$ cat src/rtl/relu_arbiter.sv
// Two-requester arbiter feeding a single ReLU output register, with burst
// limiting, alternating priority on contention and a saturating clamp counter.
//
// state  | meaning
// IDLE   | no grant; arbitrate from reqN_valid, grant takes effect next cycle
// GRANT0 | requester 0 owns the datapath until last beat or burst limit
// GRANT1 | requester 1 owns the datapath until last beat or burst limit
module relu_arbiter #(
   parameter int DATA_W    = 32,
   parameter int MAX_BURST = 16
) (
   input  logic              clk,
   input  logic              rst,
   input  logic              req0_valid,
   input  logic [DATA_W-1:0] req0_data,
   input  logic              req0_last,
   output logic              req0_ready,
   input  logic              req1_valid,
   input  logic [DATA_W-1:0] req1_data,
   input  logic              req1_last,
   output logic              req1_ready,
   output logic              out_valid,
   output logic [DATA_W-1:0] out_data,
   output logic              out_id,
   output logic              out_last,
   input  logic              out_ready,
   output logic [15:0]       clamp_cnt
);

   typedef enum logic [1:0] {IDLE, GRANT0, GRANT1} state_t;

   localparam logic [7:0] BURST_LAST = 8'(MAX_BURST - 1);

   state_t            state;
   logic              prio;
   logic [7:0]        burst_cnt;
   logic              out_free;
   logic              gnt_id;
   logic              acc_valid;
   logic [DATA_W-1:0] acc_data;
   logic              acc_last;
   logic              accept;
   logic              acc_neg;

   // The output slot is free when empty or being drained this same cycle.
   assign out_free   = !out_valid || out_ready;
   assign req0_ready = (state == GRANT0) && out_free;
   assign req1_ready = (state == GRANT1) && out_free;

   assign gnt_id    = (state == GRANT1);
   assign acc_valid = gnt_id ? req1_valid : req0_valid;
   assign acc_data  = gnt_id ? req1_data  : req0_data;
   assign acc_last  = gnt_id ? req1_last  : req0_last;
   assign accept    = (state != IDLE) && acc_valid && out_free;
   assign acc_neg   = acc_data[DATA_W-1];

   always_ff @(posedge clk) begin
      if (rst) begin
         state     <= IDLE;
         prio      <= 1'b0;
         burst_cnt <= 8'd0;
         out_valid <= 1'b0;
         out_data  <= '0;
         out_id    <= 1'b0;
         out_last  <= 1'b0;
         clamp_cnt <= 16'd0;
      end else begin
         case (state)
            IDLE: begin
               if (req0_valid && (!req1_valid || !prio)) begin
                  state     <= GRANT0;
                  prio      <= 1'b1;
                  burst_cnt <= 8'd0;
               end else if (req1_valid) begin
                  state     <= GRANT1;
                  prio      <= 1'b0;
                  burst_cnt <= 8'd0;
               end
            end
            GRANT0, GRANT1: begin
               if (accept) begin
                  burst_cnt <= burst_cnt + 8'd1;
                  // Burst-limit release keeps the packet open; the requester
                  // resumes it on a later grant.
                  if (acc_last || (burst_cnt == BURST_LAST))
                     state <= IDLE;
               end
            end
            default: state <= IDLE;
         endcase

         if (accept) begin
            out_valid <= 1'b1;
            out_data  <= acc_neg ? '0 : acc_data;
            out_id    <= gnt_id;
            out_last  <= acc_last;
         end else if (out_ready) begin
            out_valid <= 1'b0;
         end

         if (accept && acc_neg && (clamp_cnt != 16'hFFFF))
            clamp_cnt <= clamp_cnt + 16'd1;
      end
   end

endmodule

$ cat config.mk
export PLATFORM = sky130hd
export DESIGN_NAME = relu_arbiter
export DESIGN_NICKNAME = d
export VERILOG_FILES = /design/src/rtl/relu_arbiter.sv
export SDC_FILE = /design/constraint.sdc
export NUM_CORES = 1
export LEC_CHECK = 0
export CAP_MARGIN = 20
export CELL_PAD_IN_SITES_DETAIL_PLACEMENT = 1
export CELL_PAD_IN_SITES_GLOBAL_PLACEMENT = 1
export CORE_UTILIZATION = 31
export DETAILED_ROUTE_END_ITERATION = 8
export PLACE_DENSITY_LB_ADDON = 0.05
export SLEW_MARGIN = 20
export SYNTH_ARGS = -nofsm -noshare
export SYNTH_HDL_FRONTEND = slang
export SYNTH_SLANG_ARGS = --single-unit
$ cat constraint.sdc
create_clock -name clk -period 2.4 [get_ports clk]
set_input_delay 0.36 -clock clk [delete_from_list [all_inputs] [get_ports clk]]
set_output_delay 0.36 -clock clk [all_outputs]
set_load 0.1 [all_outputs]
==> run metrics, run 1 <==
status finished, final reports clean; main area contributors after synthesis dfxtp_1 (39%), mux2i_1 (11%), a21oi_1 (7.0%), nor2_1 (6.3%), nor3_1 (6.1%); sequential element share of the synthesized area 38.9%; global placement routability congestion 0.741; Internal Pwr Total 2.33 mW; Initial Util 32.1%; leakage power total 1.73 nW; top_reg_cell synth dfxtp_1; total number of yosys warnings 0; count of cell types in the netlist 47; Hold Crit Endpoint out_id; CTS resizes 0; worst r2r src state[0]; area leader, netlist dfxtp_1; Worst Skew 0.00987 ns; worst endpoint required time 2.59 ns; DP Area 4400 um^2; Worst Hold Class reg -> reg; synthesized flop and latch total 61; Finish-stage setup viols 0; crit path max fanout 10; final WL 8720 um; Final Hold Slack 0.455 ns; vias 3129; Clock Root Buffer clkbuf_8; asr flop ratio synth 0%; Die Ht 103 um; Post-Synthesis Cell Area 3140 um^2; combinational power share 49.3%; peak supply drop 0.458 mV; worst setup path class reg -> reg; cts hold-fix bufs 0; Post-DRT Antenna Nets 0; vias per cell 4.99; Net Sw Power 1.89 mW; multi-input combinational cell area 1780 um^2; chip width 103 um; Fin. Hold Viols 0; Post-Route Setup TNS 0 ns; CTS tree done; DRC Markers 0; PortBufs 122; CTS Sinks 61; WL per Instance 13.9 um; Sequential Power Share 27.9%; DP HPWL 6430 um; largest net degree at the start of global routing 55; fraction of layout cells with a size suffix above 1 20.2%; total power divided by cell area 915 nW/um^2; DR pass1 iterations 4; endpoint type of the worst setup path register; Synthesized Nets 448; GRT Overall Usage 17.1%; total CTS buffers 9; Switching Share 44.8%; FF/Latch Area 1230 um^2; EDFF count, synth 0; FMAX 492 MHz; I/O pin count 124; Slew headroom 63.2%; Max H-tree Level 3; Mapped Cells 372; number of global-route vias before repair 3015; global-route wire length before repair 14000 um; number of antenna violations at the first check in global routing 0; Iter 0 DRT Violations 48; fin crit period 2.03 ns; full die area 10500 um^2; grt ovf 0; fillcell total 1178; ant diodes 0; clock transition at the registers of the reported paths 0.06 ns; Max Cap Viol 0; area grow syn2layout 46.9%; Max Buffers Root-to-Sink 2; Core Rows 36; worst hold stages 2; design area 4610 um^2; count leader, synth dfxtp_1; Hold Startpoint out_id; Commonest cells post-synth dfxtp_1 (61), nor2_1 (53), a21oi_1 (44); Clk pwr share 22.8%; worst slew pin tran 0.548 ns; Worst Setup Start Kind register; clk_lat worst skew 0.34 ns; synthesized area per cell 8.44 um^2; post-synth top area share 38.9%; WP data arrival 2.23 ns; RSZ-0062 raised after global routing no; Final Slew Violations 0; R2R setup slack 0.37 ns; Final #Nets 565; RR Endpoint clamp_cnt[15]; core area 9770 um^2; period utilization 84.8%; Setup Buffers After CTS 0; Reg2Reg Depth 8
[power by group through the flow]
| stage | Sequential, mW | Combinational, mW | Clock (mW) |
|---|---|---|---|
| after floorplan | 1.79 | 0.964 | 0 |
| after global placement | 1.19 | 2.09 | 0 |
| after detailed placement | 1.20 | 2.11 | 0 |
| after CTS | 1.18 | 2.12 | 1.00 |
| after global routing | 1.19 | 2.23 | 1.04 |
| final | 1.18 | 2.08 | 0.961 |
[layout make-up]
type                       count  area share, %
clock buffer                  13           3.66
multi-input combinational    277           38.6
tap                          133           3.61
inverter                       8          0.651
timing repair buffer         132           26.0
sequential                    61           26.6
clock inverter                 3          0.922
[state kept, by name, summed over array words and instances, names as in the netlist]
signal / count
prio: 1
out_last: 1
state: 2
out_id: 1
clamp_cnt: 16
burst_cnt: 8
out_data: 31
out_valid: 1
[stage by stage]
step | instances | worst slack [ns] | power (mW) | utilization (%)
after floorplan | 372 | 0.0303 | 2.75 | -
after global placement | 611 | 0.239 | 3.29 | 45.0
after detailed placement | 611 | 0.167 | 3.31 | 45.0
after CTS | 627 | 0.329 | 4.30 | 47.2
after global routing | 627 | 0.222 | 4.46 | 47.2
final | 627 | 0.366 | 4.22 | 47.2
[cell usage in the layout (no fill, tap or decap), types with 2 or more instances in the layout]
cell / synthesis / final
buf_12: 0 / 3
dfxtp_1: 61 / 57
and3_1: 3 / 3
nand2_1: 18 / 18
nand3_1: 12 / 11
o21ai_0: 8 / 8
nor4_2: 3 / 3
xnor2_1: 7 / 7
a31o_1: 5 / 5
nor3_1: 38 / 38
buf_4: 3 / 59
nand2b_1: 4 / 4
dfxtp_2: 0 / 4
ha_1: 5 / 4
and2_1: 5 / 5
nand4_1: 4 / 4
mux2_4: 2 / 2
inv_1: 8 / 8
mux2i_1: 33 / 33
a311oi_1: 2 / 2
or3_1: 2 / 2
clkdlybuf4s50_1: 0 / 69
nor4_4: 3 / 3
a211oi_1: 3 / 3
a21oi_1: 44 / 44
nor2_1: 53 / 53
clkbuf_8: 0 / 12
nor4b_2: 2 / 2
nor4_1: 2 / 2
[worst max-delay path by stage]
stage	start	endpoint	slack, ns	depth (start not counted)
global placement	out_ready	clamp_cnt[15]	0.24	7
finish	state[0]	clamp_cnt[15]	0.37	8
global route	state[0]	clamp_cnt[15]	0.22	8
detailed placement	out_ready	clamp_cnt[15]	0.17	7
CTS	state[0]	clamp_cnt[15]	0.33	8
floorplan	clamp_cnt[7]	clamp_cnt[15]	0.03	5
[layer usage]
metal | vias to the layer above | global-route usage (%) | wire length (um)
met4 | 0 | 7.58 | 116
met5 | - | 0 | 0
met3 | 8 | 5.08 | 551
li1 | 1552 | - | -
met1 | 1496 | 20.5 | 3930
met2 | 73 | 28.4 | 4120
[kinds of logic (layout without fill, tap and decap cells)]
group | Yosys count | after routing | share of synthesized area [%]
AND/OR/NAND/NOR | 157 | 157 | 27.3
buffers and inverters | 34 | 156 | 4.62
multiplexers | 36 | 36 | 11.8
XOR/XNOR | 7 | 7 | 1.95
AO/OA/AOI/OAI | 71 | 71 | 13.3
adder cells (fa/ha/maj) | 5 | 5 | 1.99
flip-flops | 61 | 61 | 38.9
other | 1 | 1 | 0.119
[worst max-delay path: stages (launching register included)]
cell and delay [ns]:
dfxtp_1 0.31, inv_1 0.10, ha_2 0.29, mux2_4 0.22, nand4_2 0.15, buf_4 0.24
nor4_4 0.35, a31o_1 0.19, a21oi_1 0.06
(Power assumes the default switching activity.)
==> inputs of run 2 (changes only) <==
==> constraint.sdc (replaced) <==
create_clock -name clk -period 2.1 [get_ports clk]
set_input_delay 0.315 -clock clk [delete_from_list [all_inputs] [get_ports clk]]
set_output_delay 0.315 -clock clk [all_outputs]
set_load 0.1 [all_outputs]
==> run metrics, run 2 (same netlist as run 1, synthesis figures left out) <==
status finished, final reports clean; most frequent cells in the layout clkdlybuf4s50_1 (69), buf_4 (67), nor2_1 (53); WP data arrival 2.21 ns; Finish-stage setup viols 0; peak supply drop 0.450 mV; fraction of layout cells with a size suffix above 1 24.5%; Core Rows 36; I/O pin count 124; final worst slack 0.127 ns; Inst Count DP 619; Max Cap Viol 0; cts hold-fix bufs 0; Worst Skew 0.00916 ns; Final Hold Slack 0.413 ns; WL per Instance 14.3 um; biggest registers after layout out_data x31, clamp_cnt x16, burst_cnt x8; core area 9770 um^2; Setup WS pre-CTS -0.0189 ns; worst setup path class reg -> reg; Clock Root Buffer clkbuf_8; FMAX 507 MHz; CP cell instances inv_1 -> ha_1 -> inv_1 -> buf_4 -> and3_1 -> a21boi_1 -> o41ai_1; Max Buffers Root-to-Sink 2; Final #Nets 573; CP dominant cell by count inv_1; max reg flops 31; Switching Share 45.2%; Clk pwr share 22.3%; ant diodes 0; vias per cell 4.93; worst slew pin tran 0.526 ns; delay-heaviest family, CP compound AO/OA/AOI/OAI gates; Net Sw Power 2.23 mW; final WL 9090 um; Worst Hold Class in -> reg; Internal Pwr Total 2.71 mW; Worst Setup Start Kind register; PortBufs 122; vias 3129; CTS Sinks 61; leakage power total 1.77 nW; Worst Path Buf+Inv 3; number of global-route vias before repair 3097; global placement routability congestion 0.753; Post-DRT Antenna Nets 0; Sequential Power Share 27.3%; Slew headroom 64.9%; combinational power share 50.4%; slowest CP cell and3_1; chip width 103 um; GRT Overall Usage 17.7%; worst endpoint required time 2.34 ns; period utilization 93.9%; fin crit period 1.97 ns; DRC Markers 0; largest net degree at the start of global routing 45; CTS tree done; clock transition at the registers of the reported paths 0.07 ns; RSZ-0062 raised after global routing no; most common cell after layout, fill and taps aside clkdlybuf4s50_1; Reg with most FFs out_data; Initial Util 32.1%; DR pass1 iterations 4; global-route wire length before repair 14500 um; area grow syn2layout 50.0%; Setup Buffers After CTS 0; clk_lat worst skew 0.34 ns; Fin. Hold Viols 0; Die Ht 103 um; endpoint type of the worst setup path register; max incr delay on CP 0.36 ns; Iter 0 DRT Violations 51; total CTS buffers 9; full die area 10500 um^2; fillcell total 1178; grt ovf 0; non-filler instance count after layout 635; total power 4.94 mW; Final Slew Violations 0; DP HPWL 6700 um; crit path max fanout 7; number of antenna violations at the first check in global routing 0; Max H-tree Level 3; total power divided by cell area 1050 nW/um^2
[run 2: changes by cell type in the layout (fill, tap and decap cells not counted), sizes merged]
cell,previous run,this run
clkinv,1,2
clkinvlp,1,2
clkbuf,13,11
buf,63,71
[run 2: through the flow]
step                      cell area (um^2)  util, %  TNS (ns)
after global placement                4480     45.8         0
after floorplan                       3160        -         0
after CTS                             4690     48.0         0
after detailed placement              4480     45.8   -0.0417
final                                 4710     48.2         0
after global routing                  4710     48.2         0
[run 2: routing by layer]
| metal | up-vias | GRT usage, % | part of all wire, % |
|---|---|---|---|
| li1 | 1563 | - | - |
| met1 | 1480 | 19.9 | 44 |
| met2 | 78 | 31.7 | 49 |
| met3 | 8 | 5.56 | 6.0 |
| met4 | 0 | 5.93 | 1.0 |
| met5 | - | 0 | 0 |
[run 2: power by group through the flow]
stage	sequential [mW]	clock [mW]	combinational (mW)
after floorplan	2.04	0	1.10
after global placement	1.37	0	2.46
after detailed placement	1.37	0	2.48
after CTS	1.35	1.14	2.48
after global routing	1.36	1.19	2.65
final	1.35	1.10	2.49
[run 2: path summary, 6_finish.rpt]
path,from,to,slack [ns],cells past startpoint
worst max-delay path,state[0],state[0],0.13,7
worst min register to register,out_id,out_id,0.48,2
worst min-delay path,rst,state[0],0.41,4
worst max register to register,state[0],state[0],0.13,7
[run 2: worst reg2reg max path, delay by kind of cell (launching register included)]
kind,cells,cell delay (ns)
AND/OR/NAND/NOR,1,0.36
buffers and inverters,3,0.38
flip-flops,1,0.35
AO/OA/AOI/OAI,2,0.54
adder cells (fa/ha/maj),1,0.24
[run 2: timing repair]
| action | CTS | global route |
|---|---|---|
| setup endpoints to repair | 0 | 8 |
| resized for setup | 0 | 3 |
| endpoints found under the hold margin | 0 | 0 |
[run 2: area by class of cell]
type	instances	area, um^2	area share [%]
clock buffers	11	151	3.21
well taps	133	166	3.53
multi-input cells	277	1810	38.3
inverters	8	30.0	0.637
flip-flops and latches	61	1240	26.3
repair buffers	140	1260	26.7
clock inverters	5	58.8	1.25
